## src/rtl/btb_update_pkg.sv

```systemverilog
// Shared definitions for the branch target buffer (BTB) blocks: geometry,
// the update FSM state encoding, the entry layout, and the 2-bit
// saturating counter step.
package btb_update_pkg;

  localparam int IDXW  = 3;
  localparam int TAGW  = 30 - IDXW;
  localparam int WAYS  = 2;
  localparam int NSETS = 1 << IDXW;
  localparam logic [1:0] CTR_INIT = 2'b10;

  typedef enum logic [1:0] {
    IDLE,
    LOOKUP,
    WRITE,
    FLUSH
  } state_t;

  typedef struct packed {
    logic            valid;
    logic [TAGW-1:0] tag;
    logic [31:0]     target;
    logic [1:0]      ctr;
  } btb_entry;

  // Saturating 2-bit counter step: 11 holds on taken, 00 holds on not-taken.
  function automatic logic [1:0] ctr_next(input logic [1:0] c, input logic taken);
    if (taken) return (c == 2'b11) ? c : c + 2'b01;
    else       return (c == 2'b00) ? c : c - 2'b01;
  endfunction

endpackage

```

## src/rtl/btb_update_if.sv

```systemverilog
// Resolved-branch update handshake from execute into the BTB write side.
//   valid  : update offered
//   ready  : BTB update block can accept this cycle
//   pc     : branch PC
//   target : resolved target
//   taken  : branch outcome
interface btb_update_if;
  logic        valid;
  logic        ready;
  logic [31:0] pc;
  logic [31:0] target;
  logic        taken;

  modport master (output valid, pc, target, taken, input ready);
  modport slave  (input valid, pc, target, taken, output ready);
endinterface

```

## src/rtl/btb_update_victim_sel.sv

```systemverilog
// Way selection for an update: a hit picks the hitting way (way0 wins on a
// double hit); otherwise the first invalid way, else the LRU victim.
//   valid0/1, hit0/1 : per-way state of the addressed set
//   lru              : LRU bit of the set (way to evict when both valid)
//   way              : selected way
//   hit              : either way hit
//   alloc            : no hit, an allocation would be needed
module btb_victim_sel
  import btb_update_pkg::*;
(
  input  logic valid0,
  input  logic valid1,
  input  logic hit0,
  input  logic hit1,
  input  logic lru,
  output logic way,
  output logic hit,
  output logic alloc
);
  always_comb begin
    way = lru;
    if (hit0)        way = 1'b0;
    else if (hit1)   way = 1'b1;
    else if (!valid0) way = 1'b0;
    else if (!valid1) way = 1'b1;
  end

  assign hit   = hit0 | hit1;
  assign alloc = ~(hit0 | hit1);
endmodule

```

## src/rtl/btb_update.sv

```systemverilog
// BTB write side: takes resolved-branch updates, read-modify-writes the
// addressed set through the file's update read port, owns per-set LRU, and
// walks the whole table on a flush to invalidate every way.
//   clk, rst        : clock, async active-high reset
//   upd             : update handshake (slave)
//   flush           : single-cycle request to invalidate the whole BTB
//   flush_busy      : flush walk in progress
//   ur_set_index    : read port set address; ur_* way data comes back combinationally
//   wr_*            : file write port; data holds its last value while wr_en=0
//
// state  | meaning
// IDLE   | waiting for an update handshake
// LOOKUP | file read of the set, hit/victim decision, write fields captured
// WRITE  | write strobe (if any) and LRU update
// FLUSH  | one way invalidated per cycle, cnt walks set/way
module btb_update #(
  parameter int IDXW = 3,
  parameter int TAGW = 30 - IDXW
) (
  input  logic            clk,
  input  logic            rst,
  btb_update_if.slave     upd,
  input  logic            flush,
  output logic            flush_busy,
  output logic [IDXW-1:0] ur_set_index,
  input  logic            ur_valid0,
  input  logic            ur_valid1,
  input  logic [TAGW-1:0] ur_tag0,
  input  logic [TAGW-1:0] ur_tag1,
  input  logic [1:0]      ur_ctr0,
  input  logic [1:0]      ur_ctr1,
  output logic            wr_en,
  output logic [IDXW-1:0] wr_set,
  output logic            wr_way,
  output logic            wr_valid,
  output logic [TAGW-1:0] wr_tag,
  output logic [31:0]     wr_target,
  output logic [1:0]      wr_ctr
);
  import btb_update_pkg::*;

  localparam int CNTW = IDXW + 1;
  localparam logic [CNTW-1:0] CNT_LAST = '1;

  state_t state, state_nx;
  logic [CNTW-1:0] cnt_q, cnt_nx;
  logic [31:0] pc_q, target_q;
  logic taken_q;
  logic [(1<<IDXW)-1:0] lru_q;
  logic do_write_q;

  logic [IDXW-1:0] wset_q;
  logic            wway_q, wvalid_q;
  logic [TAGW-1:0] wtag_q;
  logic [31:0]     wtarget_q;
  logic [1:0]      wctr_q;

  logic [IDXW-1:0] set_idx;
  logic [TAGW-1:0] tag_in;
  logic hit0, hit1, sel_way, sel_hit, sel_alloc, lk_write, handshake;
  logic [1:0] lk_ctr;

  assign set_idx      = pc_q[IDXW+1:2];
  assign tag_in       = pc_q[31:IDXW+2];
  assign ur_set_index = set_idx;
  assign hit0 = ur_valid0 && (ur_tag0 == tag_in);
  assign hit1 = ur_valid1 && (ur_tag1 == tag_in);

  btb_victim_sel u_victim (
    .valid0 (ur_valid0),
    .valid1 (ur_valid1),
    .hit0   (hit0),
    .hit1   (hit1),
    .lru    (lru_q[set_idx]),
    .way    (sel_way),
    .hit    (sel_hit),
    .alloc  (sel_alloc)
  );

  // Not-taken hits also rewrite the target; the counter gates its use.
  assign lk_ctr   = sel_hit ? ctr_next(sel_way ? ur_ctr1 : ur_ctr0, taken_q) : CTR_INIT;
  assign lk_write = sel_hit | (sel_alloc & taken_q);

  assign upd.ready  = (state == IDLE) && !flush;
  assign handshake  = upd.valid && upd.ready;
  assign flush_busy = (state == FLUSH);
  // A flush seen during WRITE drops the pending update, including its strobe.
  assign wr_en = ((state == WRITE) && do_write_q && !flush) || (state == FLUSH);

  always_comb begin
    state_nx = state;
    cnt_nx   = cnt_q;
    unique case (state)
      IDLE:    if (handshake) state_nx = LOOKUP;
      LOOKUP:  state_nx = WRITE;
      WRITE:   state_nx = IDLE;
      FLUSH: begin
        if (cnt_q == CNT_LAST) begin
          state_nx = IDLE;
          cnt_nx   = '0;
        end else begin
          cnt_nx = cnt_q + 1'b1;
        end
      end
      default: state_nx = IDLE;
    endcase
    if (flush) begin
      state_nx = FLUSH;
      cnt_nx   = '0;
    end
  end

  always_comb begin
    wr_set    = wset_q;
    wr_way    = wway_q;
    wr_valid  = wvalid_q;
    wr_tag    = wtag_q;
    wr_target = wtarget_q;
    wr_ctr    = wctr_q;
    if (state == FLUSH) begin
      wr_set    = cnt_q[IDXW:1];
      wr_way    = cnt_q[0];
      wr_valid  = 1'b0;
      wr_tag    = '0;
      wr_target = '0;
      wr_ctr    = '0;
    end
  end

  always_ff @(posedge clk or posedge rst) begin
    if (rst) begin
      state      <= IDLE;
      cnt_q      <= '0;
      pc_q       <= '0;
      target_q   <= '0;
      taken_q    <= 1'b0;
      lru_q      <= '0;
      do_write_q <= 1'b0;
      wset_q     <= '0;
      wway_q     <= 1'b0;
      wvalid_q   <= 1'b0;
      wtag_q     <= '0;
      wtarget_q  <= '0;
      wctr_q     <= '0;
    end else begin
      state <= state_nx;
      cnt_q <= cnt_nx;
      if (handshake) begin
        pc_q     <= upd.pc;
        target_q <= upd.target;
        taken_q  <= upd.taken;
      end
      // Write fields only move when a write will follow, so wr_* hold otherwise.
      if (state == LOOKUP && !flush) begin
        do_write_q <= lk_write;
        if (lk_write) begin
          wset_q    <= set_idx;
          wway_q    <= sel_way;
          wvalid_q  <= 1'b1;
          wtag_q    <= tag_in;
          wtarget_q <= target_q;
          wctr_q    <= lk_ctr;
        end
      end
      if (state == WRITE && do_write_q && !flush)
        lru_q[wset_q] <= ~wway_q;
      if (state == FLUSH) begin
        lru_q[cnt_q[IDXW:1]] <= 1'b0;
        wset_q    <= cnt_q[IDXW:1];
        wway_q    <= cnt_q[0];
        wvalid_q  <= 1'b0;
        wtag_q    <= '0;
        wtarget_q <= '0;
        wctr_q    <= '0;
      end
    end
  end
endmodule

```

## src/flat_wrapper.sv

```systemverilog
// flat-port wrapper written by rule: the top's interface ports become plain ports
module btb_update_flat import btb_update_pkg::*;
#(
  parameter int IDXW = 3,
  parameter int TAGW = 30 - IDXW
)
  (clk, rst, flush, flush_busy, ur_set_index, ur_valid0, ur_valid1, ur_tag0, ur_tag1, ur_ctr0, ur_ctr1, wr_en, wr_set, wr_way, wr_valid, wr_tag, wr_target, wr_ctr, upd_valid, upd_pc, upd_target, upd_taken, upd_ready);
  btb_update_if upd_i ();
  input  logic clk;
  input  logic rst;
  input  logic flush;
  output logic flush_busy;
  output logic [IDXW-1:0] ur_set_index;
  input  logic ur_valid0;
  input  logic ur_valid1;
  input  logic [TAGW-1:0] ur_tag0;
  input  logic [TAGW-1:0] ur_tag1;
  input  logic [1:0] ur_ctr0;
  input  logic [1:0] ur_ctr1;
  output logic wr_en;
  output logic [IDXW-1:0] wr_set;
  output logic wr_way;
  output logic wr_valid;
  output logic [TAGW-1:0] wr_tag;
  output logic [31:0] wr_target;
  output logic [1:0] wr_ctr;
  input wire logic [$bits(upd_i.valid)-1:0] upd_valid;
  input wire logic [$bits(upd_i.pc)-1:0] upd_pc;
  input wire logic [$bits(upd_i.target)-1:0] upd_target;
  input wire logic [$bits(upd_i.taken)-1:0] upd_taken;
  output wire logic [$bits(upd_i.ready)-1:0] upd_ready;
  assign upd_i.valid = upd_valid;
  assign upd_i.pc = upd_pc;
  assign upd_i.target = upd_target;
  assign upd_i.taken = upd_taken;
  assign upd_ready = upd_i.ready;
  btb_update #(.IDXW(IDXW), .TAGW(TAGW)) u_core (.clk(clk), .rst(rst), .upd(upd_i), .flush(flush), .flush_busy(flush_busy), .ur_set_index(ur_set_index), .ur_valid0(ur_valid0), .ur_valid1(ur_valid1), .ur_tag0(ur_tag0), .ur_tag1(ur_tag1), .ur_ctr0(ur_ctr0), .ur_ctr1(ur_ctr1), .wr_en(wr_en), .wr_set(wr_set), .wr_way(wr_way), .wr_valid(wr_valid), .wr_tag(wr_tag), .wr_target(wr_target), .wr_ctr(wr_ctr));
endmodule
```

## config.mk

```make
export PLATFORM = sky130hd
export DESIGN_NAME = btb_update_flat
export DESIGN_NICKNAME = d
export VERILOG_FILES = /design/src/rtl/btb_update_pkg.sv /design/src/rtl/btb_update_if.sv /design/src/rtl/btb_update_victim_sel.sv /design/src/rtl/btb_update.sv /design/src/flat_wrapper.sv
export SDC_FILE = /design/constraint.sdc
export NUM_CORES = 1
export LEC_CHECK = 0
export ABC_AREA = 1
export CAP_MARGIN = 10
export CORE_ASPECT_RATIO = 0.9
export CORE_MARGIN = 4
export CORE_UTILIZATION = 45
export CTS_CLUSTER_DIAMETER = 120
export CTS_CLUSTER_SIZE = 8
export DETAILED_ROUTE_END_ITERATION = 6
export PLACE_DENSITY = 0.72
export SLEW_MARGIN = 0
export SYNTH_ARGS = -nofsm -noshare
export SYNTH_HDL_FRONTEND = slang
export SYNTH_SLANG_ARGS = --single-unit
```

## constraint.sdc

```tcl
create_clock -name clk -period 5.8 [get_ports clk]
set_input_delay 1.16 -clock clk [delete_from_list [all_inputs] [get_ports clk]]
set_output_delay 1.16 -clock clk [all_outputs]
set_load 0.005 [all_outputs]
```

==> out/qor.txt, run 1 <==
status -> finished, final reports clean
Setup Fix Bufs, Post-CTS -> 0
Period minus WS final -> 3.94 ns
pwr/cell area -> 303 mW/mm^2
Buf/Inv on CP -> 4
Post-Syn Area -> 0.00757 sq mm
worst hold margin -> 0.481 ns
top cell type's share of synthesized area -> 47.6%
final setup TNS -> 0 ns
Sw Ratio -> 32.7%
Req. time, crit path -> 4.64 ns
share of cells above drive strength 1 -> 7.33%
drt wl/cell -> 16.5 um
vias per cell -> 5.08
VDD IR max -> 0.000203 V
CP peak stage delay -> 0.51 ns
period utilization -> 67.9%
top post-synthesis cells by area -> dfrtp_1 48%, nand2_1 10%, inv_1 7.9%
Final #Nets -> 1304
kind of end point of the critical path -> output port
Pwr Total -> 3.10 mW
max-cap viol count -> 0
total track usage -> 24.8%
Post-Syn Nets -> 1121
PortBufs -> 198
# diodes -> 0
ANT nets after route -> 0
Clock Sink Count -> 144
initial antenna violation count -> 0
combinational power share -> 23.0%
Iteration-0 DRC Markers -> 602
Remaining Overflow, GRT -> 0
Leakage -> 4.77 nW
worst hold path class -> flop to flop
synthesis-stage register bit count -> 144
total CTS buffers -> 17
vias in the first global route -> 6904
worst-path maximum fanout -> 6
RSZ-0062 raised after global routing -> false
CP max-delay cell -> clkdlybuf4s50_1
crit path DAT -> 2.78 ns
Synth area leader -> dfrtp_1
share of power burned in registers -> 41.6%
slew margin rel. -> 33.8%
hold buffer count at CTS -> 0
Worst-path clk slew -> 0.06 ns
pin count of the biggest net entering global routing -> 115
synth unique cells -> 37
Initial Utilization -> 46.5%
post-synthesis instance total -> 991
Synthesis Warnings -> 0
Slew @ Worst Pin -> 0.992 ns
most common cell after layout, fill and taps aside -> nand2_1
GP Congestion -> 0.936
most frequent cells in the layout -> 210 x nand2_1, 198 x clkdlybuf4s50_1, 157 x inv_1
Cell Rows -> 44
# IOs -> 201
Die Area -> 0.0190 sq mm
# DRC -> 0
fmax -> 0.254 GHz
clk_skew -> 0.0123 ns
core outline area -> 0.0163 sq mm
CTS root buf -> clkbuf_16
Die Span Y -> 131 um
clk buf depth -> 2
Critical Path Start Type -> input port
Die Span X -> 145 um
via count -> 7086
critical setup path kind -> input port to output port
final count of negative-setup-slack endpoints -> 0
switching power -> 1.01 mW
Fin. Hold Viols -> 0
sequential area share after synthesis -> 47.6%
critical-path cell list -> clkdlybuf4s50_1, nor2_1, inv_1, nor3_1, inv_1, nand2_1, clkdlybuf4s50_1
Mean Syn Cell Area -> 7.64 sq um
CTS tree -> yes
Routed Wire Length -> 23.0 mm
first-pass GRT wire length -> 35.9 mm
Area Overhead vs Synth -> 35.0%
worst-skew pair later-pin latency -> 0.43 ns
Resized Gates After CTS -> 0
HPWL Detailed -> 16.9 mm
final slew viol count -> 0
Pint -> 2.08 mW
kind of cell adding the most delay to the critical path -> buffers and inverters
htree depth -> 4
Clock power frac -> 35.4%
drt pass-1 iters -> 5
## layout make-up
type / instances / area [sq um]
clock inverters: 15 / 160
inverters: 174 / 663
clock buffers: 17 / 425
multi-input cells: 635 / 3100
flip-flops and latches: 144 / 3600
repair buffers: 202 / 2010
fillers: 1462 / 6080
well taps: 207 / 259
## power by group through the flow
stage                     clock network [mW]  logic (mW)  registers, mW
after CTS                               1.12       0.711           1.29
after detailed placement                   0       0.707           1.30
after global routing                    1.16       0.798           1.31
after floorplan                            0       0.459           1.26
final                                   1.10       0.712           1.29
after global placement                     0       0.699           1.30
## registers in the layout (all words and copies together) (netlist names)
signal             flops
u_core.lru_q           8
u_core.wway_q          1
u_core.target_q       32
u_core.wvalid_q        1
u_core.wtag_q         27
u_core.cnt_q           4
u_core.wctr_q          2
u_core.do_write_q      1
u_core.wtarget_q      32
u_core.wset_q          3
u_core.taken_q         1
u_core.state           2
u_core.pc_q           30
## path summary, 6_finish.rpt
check                              startpoint                   end  slack (ns)  cells past startpoint
setup / recovery                        flush                 wr_en        1.86                      7
hold / removal             u_core.target_q[9]   u_core.wtarget_q[9]        0.48                      2
setup reg to reg              u_core.pc_q[29]      u_core.wset_q[1]        3.12                     11
hold reg to reg            u_core.target_q[9]   u_core.wtarget_q[9]        0.48                      2
max in group asynchronous                 rst      u_core.wtag_q[6]        3.42                      3
min in group asynchronous                 rst  u_core.wtarget_q[22]        1.38                      2
## logic make-up after synthesis
kind of cell | Yosys count | synth area share, %
simple gates | 456 | 24.9
compound gates | 132 | 9.29
mux | 33 | 4.89
xor+xnor | 13 | 1.50
flops | 144 | 47.6
fa+ha+maj | 1 | 0.165
buf+inv | 212 | 11.6
## synthesized netlist by cell type
library cell and number:
nand2_1 211, inv_1 159, nor2_1 150, dfrtp_1 144, o21ai_1 57, nand3_1 45
a21oi_1 38, mux2_2 32, nor3_1 19, nand4_1 18, clkbuf_1 13, o21ai_0 12
inv_2 11, buf_4 9, o22ai_1 9, a31oi_1 8, xnor2_1 7, buf_1 6
xor2_1 6, buf_2 5, buf_6 5, or2_1 4, clkinv_1 3, nand3b_1 3
o211ai_1 3, nand2_4 2, o21bai_1 2, a211oi_1 1, a21boi_0 1, a311oi_1 1
ha_1 1, inv_6 1, mux2i_1 1, nand2_2 1, nand3_2 1, nor3b_1 1
nor4_1 1
## metrics by stage
| step | instance area [sq um] | instances | utilization, % | worst slack [ns] |
|---|---|---|---|---|
| floorplan | 7570 | 991 | - | 0.774 |
| global placement | 9630 | 1362 | 59.1 | 1.91 |
| detailed placement | 9630 | 1362 | 59.1 | 1.85 |
| CTS | 10200 | 1394 | 62.7 | 1.84 |
| global route | 10200 | 1394 | 62.7 | 1.74 |
| finish | 10200 | 1394 | 62.7 | 1.86 |
## worst min-delay path, delay by kind of cell (launching register included)
family,cells,cell delay [ns]
flops,1,0.33
compound gates,1,0.06
simple gates,1,0.05
## layer usage
| metal | up-vias | share of wire [%] | global-route usage, % |
|---|---|---|---|
| met4 | 0 | 2.5 | 8.78 |
| li1 | 3467 | - | - |
| met3 | 40 | 7.0 | 6.19 |
| met1 | 3312 | 47 | 35.7 |
| met2 | 267 | 44 | 36.6 |
| met5 | - | 0 | 0 |
Power figures use the tool's default switching activity.
==> run 2, diff against run 1 <==
- CORE_UTILIZATION: 45 -> 44
- PLACE_DENSITY: 0.72 -> 0.73
- clock period: 5.8 -> 3.25 ns (I/O delays scaled with it)
==> out/qor.txt, run 2 (synthesized netlist as in run 1, its figures left out) <==
Final #Nets -> 1313 (+0.69%)
Period minus WS final -> 2.90 ns
area of the multi-input gates -> 0.00310 sq mm (unchanged)
final count of negative-setup-slack endpoints -> 0 (unchanged)
htree depth -> 4 (unchanged)
Resized Gates After CTS -> 0 (unchanged)
vias in the first global route -> 7058 (+2.2%)
worst-skew pair later-pin latency -> 0.43 ns (about the same)
# diodes -> 0 (unchanged)
hold path startpoint -> u_core.target_q[18]
most frequent cells in the layout -> 210 x nand2_1, 198 x clkdlybuf4s50_1, 157 x inv_1
PortBufs -> 198 (unchanged)
initial antenna violation count -> 0 (unchanged)
first-pass GRT wire length -> 36.8 mm (+2.5%)
Area Overhead vs Synth -> 36.8%
pwr/cell area -> 537 mW/mm^2 (+77%)
drt pass-1 iters -> 5 (unchanged)
final core occ -> 61.3% (-1.4 points)
Clock Sink Count -> 144 (unchanged)
Routed Wire Length -> 22.9 mm (-0.11%)
# DRC -> 0 (unchanged)
fmax -> 0.345 GHz
fillers -> 1531 (+4.7%)
total CTS buffers -> 17 (unchanged)
Leakage -> 4.82 nW (+1.2%)
Initial Utilization -> 44.8% (-1.6 points)
Pwr Total -> 5.56 mW (+80%)
# IOs -> 201 (unchanged)
CP max-delay cell -> clkdlybuf4s50_1
max-cap viol count -> 0 (unchanged)
worst-path maximum fanout -> 6 (unchanged)
via count -> 7163 (+1.1%)
R2R Path End -> u_core.wtag_q[15]
core outline area -> 0.0169 sq mm (+3.7%)
Slew @ Worst Pin -> 0.651 ns (-0.341 ns)
Worst-path clk slew -> 0.06 ns (about the same)
Final Worst Setup Slack -> 0.353 ns (-1.51 ns)
Cell Rows -> 45 (+2.3%)
Die Span Y -> 132 um (+1.1%)
Critical Path Start Type -> input port
pin count of the biggest net entering global routing -> 59 (-49%)
clk buf depth -> 2 (unchanged)
VDD IR max -> 0.000365 V (+80%)
Fin. Hold Viols -> 0 (unchanged)
Hold Path Depth -> 2 (unchanged)
Reg area -> 0.00360 sq mm (unchanged)
kind of end point of the critical path -> output port
final setup TNS -> 0 ns (unchanged)
RR Startpoint -> u_core.pc_q[29]
drt wl/cell -> 16.3 um (-0.96%)
HPWL Detailed -> 17.1 mm (+1.3%)
ANT nets after route -> 0 (unchanged)
Req. time, crit path -> 2.60 ns (-2.04 ns)
Register-to-Register Path Depth -> 11 (unchanged)
total track usage -> 23.8% (-0.97 points)
hold buffer count at CTS -> 0 (unchanged)
RSZ-0062 raised after global routing -> false
GP Congestion -> 0.949 (+1.4%)
CTS root buf -> clkbuf_16
CTS tree -> yes
CP peak stage delay -> 0.51 ns (about the same)
period utilization -> 89.2%
critical setup path kind -> input port to output port
slew margin rel. -> 56.5% (+23 points)
Die Area -> 0.0194 sq mm (+2.1%)
Remaining Overflow, GRT -> 0 (unchanged)
clk_skew -> 0.0113 ns (-0.00104 ns)
Die Span X -> 146 um (+1.1%)
critical-path cell list -> clkdlybuf4s50_1, nor2_1, inv_1, nor3_1, inv_1, nand2_1, clkdlybuf4s50_1
Setup Fix Bufs, Post-CTS -> 0 (unchanged)
final slew viol count -> 0 (unchanged)
vias per cell -> 5.09 (+0.22%)
Hold Path End -> u_core.wtarget_q[18]
crit path DAT -> 2.25 ns (-0.53 ns)
share of cells above drive strength 1 -> 7.95% (+0.62 points)
top flop regs -> u_core.target_q: 32 flops, u_core.wtarget_q: 32 flops, u_core.pc_q: 30 flops
R2R Setup Slk -> 0.94 ns (-2.18 ns)
status -> finished, final reports clean
most common cell after layout, fill and taps aside -> nand2_1
worst slack, placed -> 0.323 ns (-1.53 ns)
Iteration-0 DRC Markers -> 584 (-3.0%)
worst hold path class -> flop to flop
-- run 2: how the worst max path moves through the flow --
| stage | start | end | slack [ns] | cells past startpoint |
|---|---|---|---|---|
| floorplan | rst | u_core.cnt_q[0] | 0.79 | 1 |
| finish | flush | wr_en | 0.35 | 7 |
| global route | flush | wr_en | 0.18 | 7 |
| CTS | flush | wr_en | 0.34 | 7 |
| global placement | ur_valid1 | u_core.wtag_q[22] | 0.36 | 13 |
| detailed placement | ur_tag0[24] | u_core.wtag_q[15] | 0.32 | 12 |
-- run 2: critical path, delay by kind of cell --
kind                   cells  cell delay (ns)
buffers and inverters      4             1.19
and+or+nand+nor            3             0.40
-- run 2: through the flow --
stage          instance area [sq um]  instances  hold WS (ns)
6_report                       10400       1406         0.483
5_1_grt                        10400       1406         0.512
4_1_cts                        10400       1406         0.486
3_5_place_dp                    9770       1375         0.471
3_3_place_gp                    9770       1375         0.460
2_1_floorplan                   7570        991         0.453
-- run 2: layout make-up --
type,instances,area share [%]
repair buffers,211,20.7
well taps,211,2.55
flip-flops and latches,144,34.8
clock buffers,18,4.24
inverters,174,6.39
multi-input cells,635,29.9
clock inverters,13,1.44
-- run 2: where the power goes --
group	total [mW]	internal (mW)	switching [mW]
Sequential	2.29	2.08	0.218
Combinational	1.30	0.576	0.727
Clock	1.97	1.16	0.807
-- run 2: metal layers --
metal | GRT usage, % | vias to the layer above | share of wire, %
met5 | 0 | - | 0
met4 | 6.27 | 0 | 1.7
met2 | 36.0 | 251 | 44
li1 | - | 3490 | -
met1 | 34.2 | 3395 | 46
met3 | 6.51 | 27 | 8.1
==> RTL edit (settings of run 2) <==
`IDXW` is set to 3 in 3 places; all go to 2.
--- a/src/rtl/btb_update_pkg.sv
+++ b/src/rtl/btb_update_pkg.sv
@@ -4,5 +4,5 @@
 package btb_update_pkg;
 
-  localparam int IDXW  = 3;
+  localparam int IDXW  = 2;
   localparam int TAGW  = 30 - IDXW;
   localparam int WAYS  = 2;
--- a/src/rtl/btb_update.sv
+++ b/src/rtl/btb_update.sv
@@ -15,5 +15,5 @@
 // FLUSH  | one way invalidated per cycle, cnt walks set/way
 module btb_update #(
-  parameter int IDXW = 3,
+  parameter int IDXW = 2,
   parameter int TAGW = 30 - IDXW
 ) (
--- a/src/flat_wrapper.sv
+++ b/src/flat_wrapper.sv
@@ -2,5 +2,5 @@
 module btb_update_flat import btb_update_pkg::*;
 #(
-  parameter int IDXW = 3,
+  parameter int IDXW = 2,
   parameter int TAGW = 30 - IDXW
 )
Interface: changed (5 resized); port bits go from 201 to 202. The function was not compared with the original's and may differ.
==> RTL edit against run 2 <==
  * Synthesized area is 2.2% lower
  * Worst setup slack better by 0.030 ns
  * Sequential share of layout area is 0.84 points lower
  * Die area is 2.0% lower
  * Power is 4.9% higher
  * Clock skew is 0.0029 ns lower
  * Core utilization is 1.5 points higher
  * Maximum frequency is 1.1% higher
  * Design area is 1.1% lower
  * Sequential cell count is 5 lower
  * Wire length is 4.1% lower
==> RTL edit: results (changes against run 2) <==
M2 GR Usage: 0.3742 (+0.01445)
WP data arrival: 2.22 ns (-0.03 ns)
slew margin rel.: 0.4881 (-0.07675)
top cells by area, synth: dfrtp_1 (47%), nand2_1 (10%), inv_1 (7.9%), nor2_1 (6.7%), mux2_2 (5.2%)
Peak VDD IR: 0.4355 mV (+19%)
GRT met1 Usage: 0.3085 (-0.03369)
Switching Fraction: 0.3207 (+0.005770)
Warnings, synthesis: 0 (unchanged)
HP Class: reg -> reg
mux cell area share after synthesis: 0.05170 (+0.002772)
synth cell count leaders: nand2_1 (205), inv_1 (155), dfrtp_1 (139), nor2_1 (132)
layout cells sized above 1: 0.1101 (+0.03064)
Max FO, Critical Path: 27 (+21)
non-filler cells, final: 1,353 (-3.8%)
post-synthesis xor/xnor area fraction: 0.009461 (-0.005580)
Syn Nets: 1,064 (-5.1%)
DR WL met2: 10.12 mm (about the same)
top routing layer in use: met5
Top FF cell, synth: dfrtp_1
Worst-Skew Late Latency: 0.42 ns
number of post-CTS setup repair buffers: 0 (unchanged)
Clock Pin Slew Worst Setup and Hold Paths: 0.06 ns (about the same)
H-tree levels: 4 (unchanged)
hpwl dp: 16.67 mm (-2.5%)
Adder-Cell Fraction of Synth Area: 0.003379 (+0.001726)
total CTS buffers: 17 (unchanged)
metal3 WL: 2.050 mm (+11%)
CTS root buffer: clkbuf_16
pre-CTS setup slack: 0.3704 ns (+0.04778 ns)
status: complete, no violations
slowest stage delay, CP: 0.48 ns (-0.03 ns)
Leakage: 0.004760 µW (-1.3%)
Synth cell types: 41 (+11%)
first-pass GRT wire length: 34.31 mm (-6.8%)
M1 WL: 9.311 mm (-12%)
worst clock skew: 0.008428 ns (-0.002884 ns)
met3 Track Usage GR: 0.07943 (+0.01437)
Routed WL per cell: 16.25 µm (-0.37%)
delay-heaviest family, CP: buffers and inverters
vias in the first global route: 6,754 (-4.3%)
initial antenna violation count: 3 (+3)
GRT Total Usage: 0.2359 (-0.002538)
slowest cell on the critical path: clkdlybuf4s50_1
Vias per Instance: 4.982 (-2.2%)
largest net degree at the start of global routing: 58 (-1.7%)
asr flop ratio synth: 1.000 (unchanged)
Longest Clk Path Bufs: 2 (unchanged)
DRT iter0 DRCs: 411 (-30%)
sequential element share of the synthesized area: 0.4697 (-0.006359)
GPL Wtd Cong: 0.9537 (+0.53%)
Area after DPL: 0.009633 mm² (-1.4%)
Detailed Routing Iterations Pass 1: 6 (+1)
nets@finish: 1,264 (-3.7%)
complex-gate fraction of the synthesized area: 0.1076 (+0.01473)
post-synthesis average cell area: 7.955 µm² (+4.1%)
# port buffers: 199 (+0.51%)
## RTL edit: changes by cell type in the layout (fill, tap and decap cells not counted), sizes merged, moves of 4 or more
cell / before / now
a21oi: 38 / 34
a31oi: 8 / 2
clkinv: 6 / 2
dfrtp: 144 / 139
inv: 175 / 169
nand2: 214 / 208
nand3: 46 / 40
nor2: 150 / 134
nor3: 19 / 6
o21ai: 69 / 65
o22ai: 9 / 16
xor2: 6 / 1
## RTL edit: layout make-up
class | count | area (µm²)
tap | 207 | 259.0
sequential | 139 | 3478
timing repair buffer | 214 | 2180
clock inverter | 11 | 133.9
inverter | 166 | 631.9
fill | 1424 | 6053
multi-input combinational | 593 | 3084
clock buffer | 21 | 470.5
antenna | 2 | 5.005
## RTL edit: power groups by stage
stage,clock (µW),combinational (µW),sequential [µW]
2_1_floorplan,0,997,2260
3_3_place_gp,0,1510,2320
3_5_place_dp,0,1540,2340
6_report,1980,1540,2310
4_1_cts,2010,1550,2310
5_1_grt,2100,1720,2350
## RTL edit: final timing paths
path | slack [ns] | to | from | cells past startpoint
worst min-delay path | 0.48 | u_core.wtarget_q[3]$_DFFE_PP0P_ | u_core.target_q[3]$_DFFE_PP0P_ | 2
min in group asynchronous | 0.58 | u_core.pc_q[10]$_DFFE_PP0P_ | rst | 2
worst max-delay path | 0.38 | wr_target[31] | u_core.state[1]$_DFFE_PP0P_ | 5
worst max register to register | 0.91 | u_core.wtarget_q[8]$_DFFE_PP0P_ | u_core.pc_q[18]$_DFFE_PP0P_ | 12
max in group asynchronous | 1.93 | u_core.pc_q[30]$_DFFE_PP0P_ | rst | 3
worst min register to register | 0.48 | u_core.wtarget_q[3]$_DFFE_PP0P_ | u_core.target_q[3]$_DFFE_PP0P_ | 2
